**config.mk**
```make
export PLATFORM = sky130hd
export DESIGN_NAME = cpu_ctrl
export DESIGN_NICKNAME = d
export VERILOG_FILES = /design/src/rtl/cpu_ctrl_pkg.sv /design/src/rtl/cpu_decode.sv /design/src/rtl/cpu_ctrl.sv
export SDC_FILE = /design/constraint.sdc
export NUM_CORES = 1
export LEC_CHECK = 0
export CAP_MARGIN = 20
export CORE_MARGIN = 4
export CORE_UTILIZATION = 45
export DETAILED_ROUTE_END_ITERATION = 12
export PLACE_DENSITY = 0.83
export SYNTH_ARGS = -nofsm -noshare
export SYNTH_HDL_FRONTEND = slang
export SYNTH_SLANG_ARGS = --single-unit
```
**constraint.sdc**
```tcl
create_clock -name clk -period 3.31 [get_ports clk]
set_clock_uncertainty 0.15 [all_clocks]
set_input_delay 0.331 -clock clk [delete_from_list [all_inputs] [get_ports clk]]
set_output_delay 0.331 -clock clk [all_outputs]
set_load 0.005 [all_outputs]
```
**src/rtl/cpu_ctrl_pkg.sv**
```systemverilog
// Shared definitions for the accumulator CPU sequencer.
// Contents: opcode values, ALU op codes, the sequencer state type and the
// decoded-instruction flag bundle that passes from cpu_decode to cpu_ctrl.
package cpu_ctrl_pkg;

  localparam int unsigned OPC_WID = 4;

  localparam logic [3:0] OPC_NOP  = 4'b0000;
  localparam logic [3:0] OPC_LDI  = 4'b0001;
  localparam logic [3:0] OPC_LD   = 4'b0010;
  localparam logic [3:0] OPC_ST   = 4'b0011;
  localparam logic [3:0] OPC_JMP  = 4'b0100;
  localparam logic [3:0] OPC_JS   = 4'b0101;
  localparam logic [3:0] OPC_RSV  = 4'b0110;
  localparam logic [3:0] OPC_HALT = 4'b0111;

  // ALU op codes (opc[2:0] of a 1xxx instruction)
  localparam logic [2:0] ALU_AND  = 3'b000;
  localparam logic [2:0] ALU_OR   = 3'b001;
  localparam logic [2:0] ALU_ADD  = 3'b100;
  localparam logic [2:0] ALU_SUB  = 3'b101;

  typedef enum logic [2:0] {
    ST_FETCH  = 3'd0,
    ST_DECODE = 3'd1,
    ST_MEM    = 3'd2,
    ST_EXEC   = 3'd3,
    ST_HALT   = 3'd4
  } state_t;

  typedef struct packed {
    logic is_mem;   // needs a data memory access (LD, ST, ALU)
    logic is_st;
    logic is_alu;
    logic is_jmp;
    logic is_js;
    logic is_ldi;
    logic is_halt;
  } dec_t;

endpackage

```
**src/rtl/cpu_decode.sv**
```systemverilog
// Combinational opcode decoder for cpu_ctrl.
// Ports:
//   opc_i  in  4      instruction opcode
//   dec_o  out dec_t  decoded flags {is_mem,is_st,is_alu,is_jmp,is_js,is_ldi,is_halt}
module cpu_decode
  import cpu_ctrl_pkg::*;
(
  input  logic [3:0] opc_i,
  output dec_t       dec_o
);

  always_comb begin
    dec_o = '0;
    if (opc_i[3]) begin
      dec_o.is_alu = 1'b1;
      dec_o.is_mem = 1'b1;
    end else begin
      unique case (opc_i)
        OPC_LDI:  dec_o.is_ldi  = 1'b1;
        OPC_LD:   dec_o.is_mem  = 1'b1;
        OPC_ST: begin
          dec_o.is_mem = 1'b1;
          dec_o.is_st  = 1'b1;
        end
        OPC_JMP:  dec_o.is_jmp  = 1'b1;
        OPC_JS:   dec_o.is_js   = 1'b1;
        OPC_HALT: dec_o.is_halt = 1'b1;
        default:  ;  // NOP and reserved: no flags
      endcase
    end
  end

endmodule

```
**src/rtl/cpu_ctrl.sv**
```systemverilog
// Multi-cycle fetch/decode/execute sequencer for the accumulator CPU.
// Drives cpu_alu (op/a/b/si) and writes its result back into ACC and S.
// Ports:
//   clk, rst                          clock, async active-high reset
//   imem_req/addr/rdata/ack           instruction fetch handshake
//   dmem_req/we/addr/wdata/rdata/ack  data memory handshake
//   alu_op/si/a/b, alu_r/so           ALU operands out, result in
//   acc, halted                       accumulator, halt indication
//   retire_cnt                        instruction retire counter, present only
//                                     when CPU_CTRL_RETIRE_CNT_EN is defined
module cpu_ctrl
  import cpu_ctrl_pkg::*;
#(
  parameter int unsigned       REG_WID = 10,
  parameter int unsigned       PC_WID  = 8,
  parameter logic [PC_WID-1:0] RST_PC  = '0
) (
  input  logic                       clk,
  input  logic                       rst,
  output logic                       imem_req,
  output logic [PC_WID-1:0]          imem_addr,
  input  logic [OPC_WID+REG_WID-1:0] imem_rdata,
  input  logic                       imem_ack,
  output logic                       dmem_req,
  output logic                       dmem_we,
  output logic [REG_WID-1:0]         dmem_addr,
  output logic [REG_WID-1:0]         dmem_wdata,
  input  logic [REG_WID-1:0]         dmem_rdata,
  input  logic                       dmem_ack,
  output logic [2:0]                 alu_op,
  output logic                       alu_si,
  output logic [REG_WID-1:0]         alu_a,
  output logic [REG_WID-1:0]         alu_b,
  input  logic [REG_WID-1:0]         alu_r,
  input  logic                       alu_so,
  output logic [REG_WID-1:0]         acc,
  output logic                       halted
`ifdef CPU_CTRL_RETIRE_CNT_EN
  ,
  output logic [15:0]                retire_cnt
`endif
);

  state_t                       state_q;
  logic [PC_WID-1:0]            pc_q;
  logic [OPC_WID+REG_WID-1:0]   ir_q;
  logic [REG_WID-1:0]           acc_q;
  logic                         s_q;
  logic [REG_WID-1:0]           opnd_q;
  logic                         imem_req_q;
  logic                         dmem_req_q;
  logic                         dmem_we_q;
  logic                         halted_q;

  logic [OPC_WID-1:0]           opc;
  logic [REG_WID-1:0]           fld;
  dec_t                         dec;

  assign opc = ir_q[OPC_WID+REG_WID-1:REG_WID];
  assign fld = ir_q[REG_WID-1:0];

  cpu_decode u_decode (
    .opc_i (opc),
    .dec_o (dec)
  );

  // imem_req is registered, so the first FETCH after reset spends one cycle
  // raising it; an ack is only taken while the request is actually up.
  always_ff @(posedge clk or posedge rst) begin
    if (rst) begin
      state_q    <= ST_FETCH;
      pc_q       <= RST_PC;
      ir_q       <= '0;
      acc_q      <= '0;
      s_q        <= 1'b0;
      opnd_q     <= '0;
      imem_req_q <= 1'b0;
      dmem_req_q <= 1'b0;
      dmem_we_q  <= 1'b0;
      halted_q   <= 1'b0;
    end else begin
      case (state_q)
        ST_FETCH: begin
          if (!imem_req_q) begin
            imem_req_q <= 1'b1;
          end else if (imem_ack) begin
            imem_req_q <= 1'b0;
            ir_q       <= imem_rdata;
            pc_q       <= pc_q + 1'b1;
            state_q    <= ST_DECODE;
          end
        end
        ST_DECODE: begin
          if (dec.is_halt) begin
            state_q  <= ST_HALT;
            halted_q <= 1'b1;
          end else if (dec.is_mem) begin
            state_q    <= ST_MEM;
            dmem_req_q <= 1'b1;
            dmem_we_q  <= dec.is_st;
          end else begin
            if (dec.is_ldi) acc_q <= fld;
            if (dec.is_jmp || (dec.is_js && s_q)) pc_q <= fld[PC_WID-1:0];
            state_q    <= ST_FETCH;
            imem_req_q <= 1'b1;
          end
        end
        ST_MEM: begin
          if (dmem_ack) begin
            dmem_req_q <= 1'b0;
            dmem_we_q  <= 1'b0;
            if (dec.is_alu) begin
              opnd_q  <= dmem_rdata;
              state_q <= ST_EXEC;
            end else begin
              if (!dec.is_st) acc_q <= dmem_rdata;
              state_q    <= ST_FETCH;
              imem_req_q <= 1'b1;
            end
          end
        end
        ST_EXEC: begin
          acc_q      <= alu_r;
          s_q        <= alu_so;
          state_q    <= ST_FETCH;
          imem_req_q <= 1'b1;
        end
        ST_HALT: ;
        default: state_q <= ST_FETCH;
      endcase
    end
  end

`ifdef CPU_CTRL_RETIRE_CNT_EN
  logic        retire;
  logic [15:0] retire_cnt_q;
  logic [15:0] retire_cnt_d;

  always_comb begin
    retire = 1'b0;
    case (state_q)
      ST_DECODE: retire = !dec.is_mem;
      ST_MEM:    retire = dmem_ack && !dec.is_alu;
      ST_EXEC:   retire = 1'b1;
      default:   retire = 1'b0;
    endcase
    retire_cnt_d = retire ? retire_cnt_q + 16'd1 : retire_cnt_q;
  end

  always_ff @(posedge clk or posedge rst) begin
    if (rst) retire_cnt_q <= '0;
    else     retire_cnt_q <= retire_cnt_d;
  end

  assign retire_cnt = retire_cnt_q;
`endif

  assign imem_req   = imem_req_q;
  assign imem_addr  = pc_q;
  assign dmem_req   = dmem_req_q;
  assign dmem_we    = dmem_we_q;
  assign dmem_addr  = fld;
  assign dmem_wdata = acc_q;
  assign alu_op     = opc[2:0];
  assign alu_si     = s_q;
  assign alu_a      = acc_q;
  assign alu_b      = opnd_q;
  assign acc        = acc_q;
  assign halted     = halted_q;

endmodule

```
==> metrics.txt <==
clock latency on the worst-skew pair 0.30 ns; worst-path cell chain or4_1 -> nand2_2 -> mux2_2; initial DRC count 103; initial antenna violation count 0; Final Util approximately 66%; Seq/Total Area, Yosys between 40% and 50%; Pre-antenna DRT Iters 4; post-synth top area share 47.2%; GRT overflow 0; Final TNS setup 0 ns; Detail Route Antenna Nets 0; RSZ-0062 raised after global routing false; Synthesis Warnings 0; Avg Inst Size Synth 9.93 um2; slowest stage cell, crit path or4_1; htree depth 2; Hold Buf Count CTS 0; flops & latches, synth 50; Critical Path Fanout Max 14; Die ar. 7180 um2; Rel. slew slack ~52%; vias in the first global route 2272; worst vdd ir 0.000470 V; proportion of layout cells with a drive suffix above 1 11.7%; Die X 84.7 um; synthesis-to-layout area growth 39.4%; final slew viol count 0; status complete, no violations; Antenna Cells 0; cell internal pwr 2.16 mW; Psw 1.25 mW; final WL 6960 um; final setup margin 1.03 ns; top cell type by total area after synthesis dfrtp_1; Final HPWL DP approximately 5100 um; final worst path period share between 60 and 70%; CTS tree yes; DRC viols 0; drt via density about 5.4; CP required 3.35 ns; Core Box Area 5610 um2; critical path's largest stage delay 0.86 ns; DIE HEIGHT 84.7 um; ys async rst share 100%; first-pass GRT wire length 11500 um; Clock Power Share 10.9%; post_cts resized 0; power density cells 923 nW/um2; post-layout min period 2.28 ns; IO Pins 105; kind of critical path reg -> reg; Syn Std Cell Area 2650 um2; final-stage net count 389; Fill cells approximately 480; pre-CTS setup slack 0.886 ns; Post-Syn Instances 267; register area 1250 um2; row count 27; Max Clk Rate 0.439 GHz; final number of hold-violating endpoints 0; GRT Total Usage 19.8%; Mapped Nets 307; HP Class in -> async; Top FF cell, synth dfrtp_1; IO Port Bufs 104; Post-CTS Setup Repair Bufs 0; Worst-Margin Slew a little over 0.7 ns; synth top area cells dfrtp_1, mux2_2, nand2_1; Netlist cell types 45; Vias between 2000 and 2500; CP endpoint kind register; GP Congestion 0.874; clock sink total 50; Clock Path Buffers 2; multi-input combinational cell area 1170 um2; WP data arrival approximately 2.3 ns; CTS root buf clkbuf_8; max_cap viols 0; final setup violating endpoints 0; flop-to-flop setup slack 1.03 ns; Clock transition at path regs 0.09 ns; CP startpoint kind register; WL/cell about 16 um; number of flops mapped to enable cells by yosys 0; sw frac 36.6%; initial core utilization about 47%; leakage 1.59 nW; Flop pwr share 36.3%; combinational share of power 52.8%; largest net degree at the start of global routing 51; Num CTS Buffers 5
layout make-up:
cell class	instances	area share (%)
Tap cell	72	2.44
Timing Repair Buffer	108	29.3
Clock inverter	1	0.135
Inverter	3	0.305
Sequential cell	50	33.9
Multi-Input combinational cell	181	31.6
Clock buffer	7	2.34
worst max-delay path, delay by kind of cell (launching register included):
kind / cells / cell delay (ns)
DFF: 1 / 0.56
and+or+nand+nor: 2 / 1.09
muxes: 1 / 0.36
per-layer routing:
metal	vias to the layer above	track usage, %	share of wire [%]
met3	6	6.67	7.1
met5	-	0	0
met2	75	34.0	50
met1	1116	24.4	42
met4	0	3.74	0.81
li1	1064	-	-
through the flow:
stage                     cells  cell area [um2]  total power [mW]  hold WS [ns]
after floorplan             267             2650              2.19         0.286
after global placement      413             3580              2.99         0.329
after detailed placement    413             3580              3.06         0.342
after CTS                   421             3670              3.44         0.363
after global routing        422             3690              3.67        0.0787
final                       422             3690              3.41        0.0929
layout by cell type, fill, tap and decap left out, drive strengths merged, types with 2 or more instances in the layout:
master	instances
clkdlybuf4s50	104
nand2	64
dfrtp	50
mux2	21
o21ai	15
a21oi	10
mux2i	10
nor2	9
nand3	7
clkbuf	7
a31oi	4
nand2b	4
o2bb2a	4
buf	4
nand4	4
inv	3
nor3	2
nor2b	2
o22ai	2
a2bb2oi	2
o211ai	2
Yosys cell counts, types with 2 or more instances:
master / number
nand2b_1: 4
nor2b_1: 2
a2bb2oi_1: 2
mux2_2: 21
o21ai_0: 15
nand3_1: 7
o2bb2a_1: 4
buf_2: 8
o22ai_1: 2
a21oi_1: 10
buf_4: 21
dfrtp_1: 50
nor3_1: 2
nor2_1: 9
clkbuf_1: 3
mux2i_1: 10
inv_1: 3
nand4_1: 2
a31oi_1: 4
nand2_1: 63
logic make-up after synthesis:
family          Yosys count  share of synthesized area, %
compound gates           47                          12.0
fa+ha+maj                 1                         0.472
buf+inv                  36                          8.73
flops                    50                          47.2
mux                      31                          12.7
simple gates            102                          18.8
power groups by stage:
stage	clock (mW)	sequential (mW)	combinational, mW
CTS	0.384	1.23	1.82
global route	0.406	1.29	1.97
global placement	0	1.23	1.76
floorplan	0	1.15	1.03
detailed placement	0	1.24	1.82
finish	0.372	1.24	1.80
flip-flops by register name (all words and copies together), names as in the netlist:
register   flops
dmem_req       1
acc           10
imem_addr      8
ir_q          14
alu_b         10
halted         1
alu_si         1
state_q        3
imem_req       1
dmem_we        1
worst paths after layout:
path                            start  cells after the start           end
min                               rst                      2      alu_b[6]
max reg2reg                state_q[0]                      3  imem_addr[1]
min in group clk             alu_b[6]                      1      alu_b[6]
max in group asynchronous         rst                      3       ir_q[5]
min reg2reg                  alu_b[6]                      1      alu_b[6]
max                        state_q[0]                      3  imem_addr[1]
Note: power is estimated with default switching activity, not from simulation.
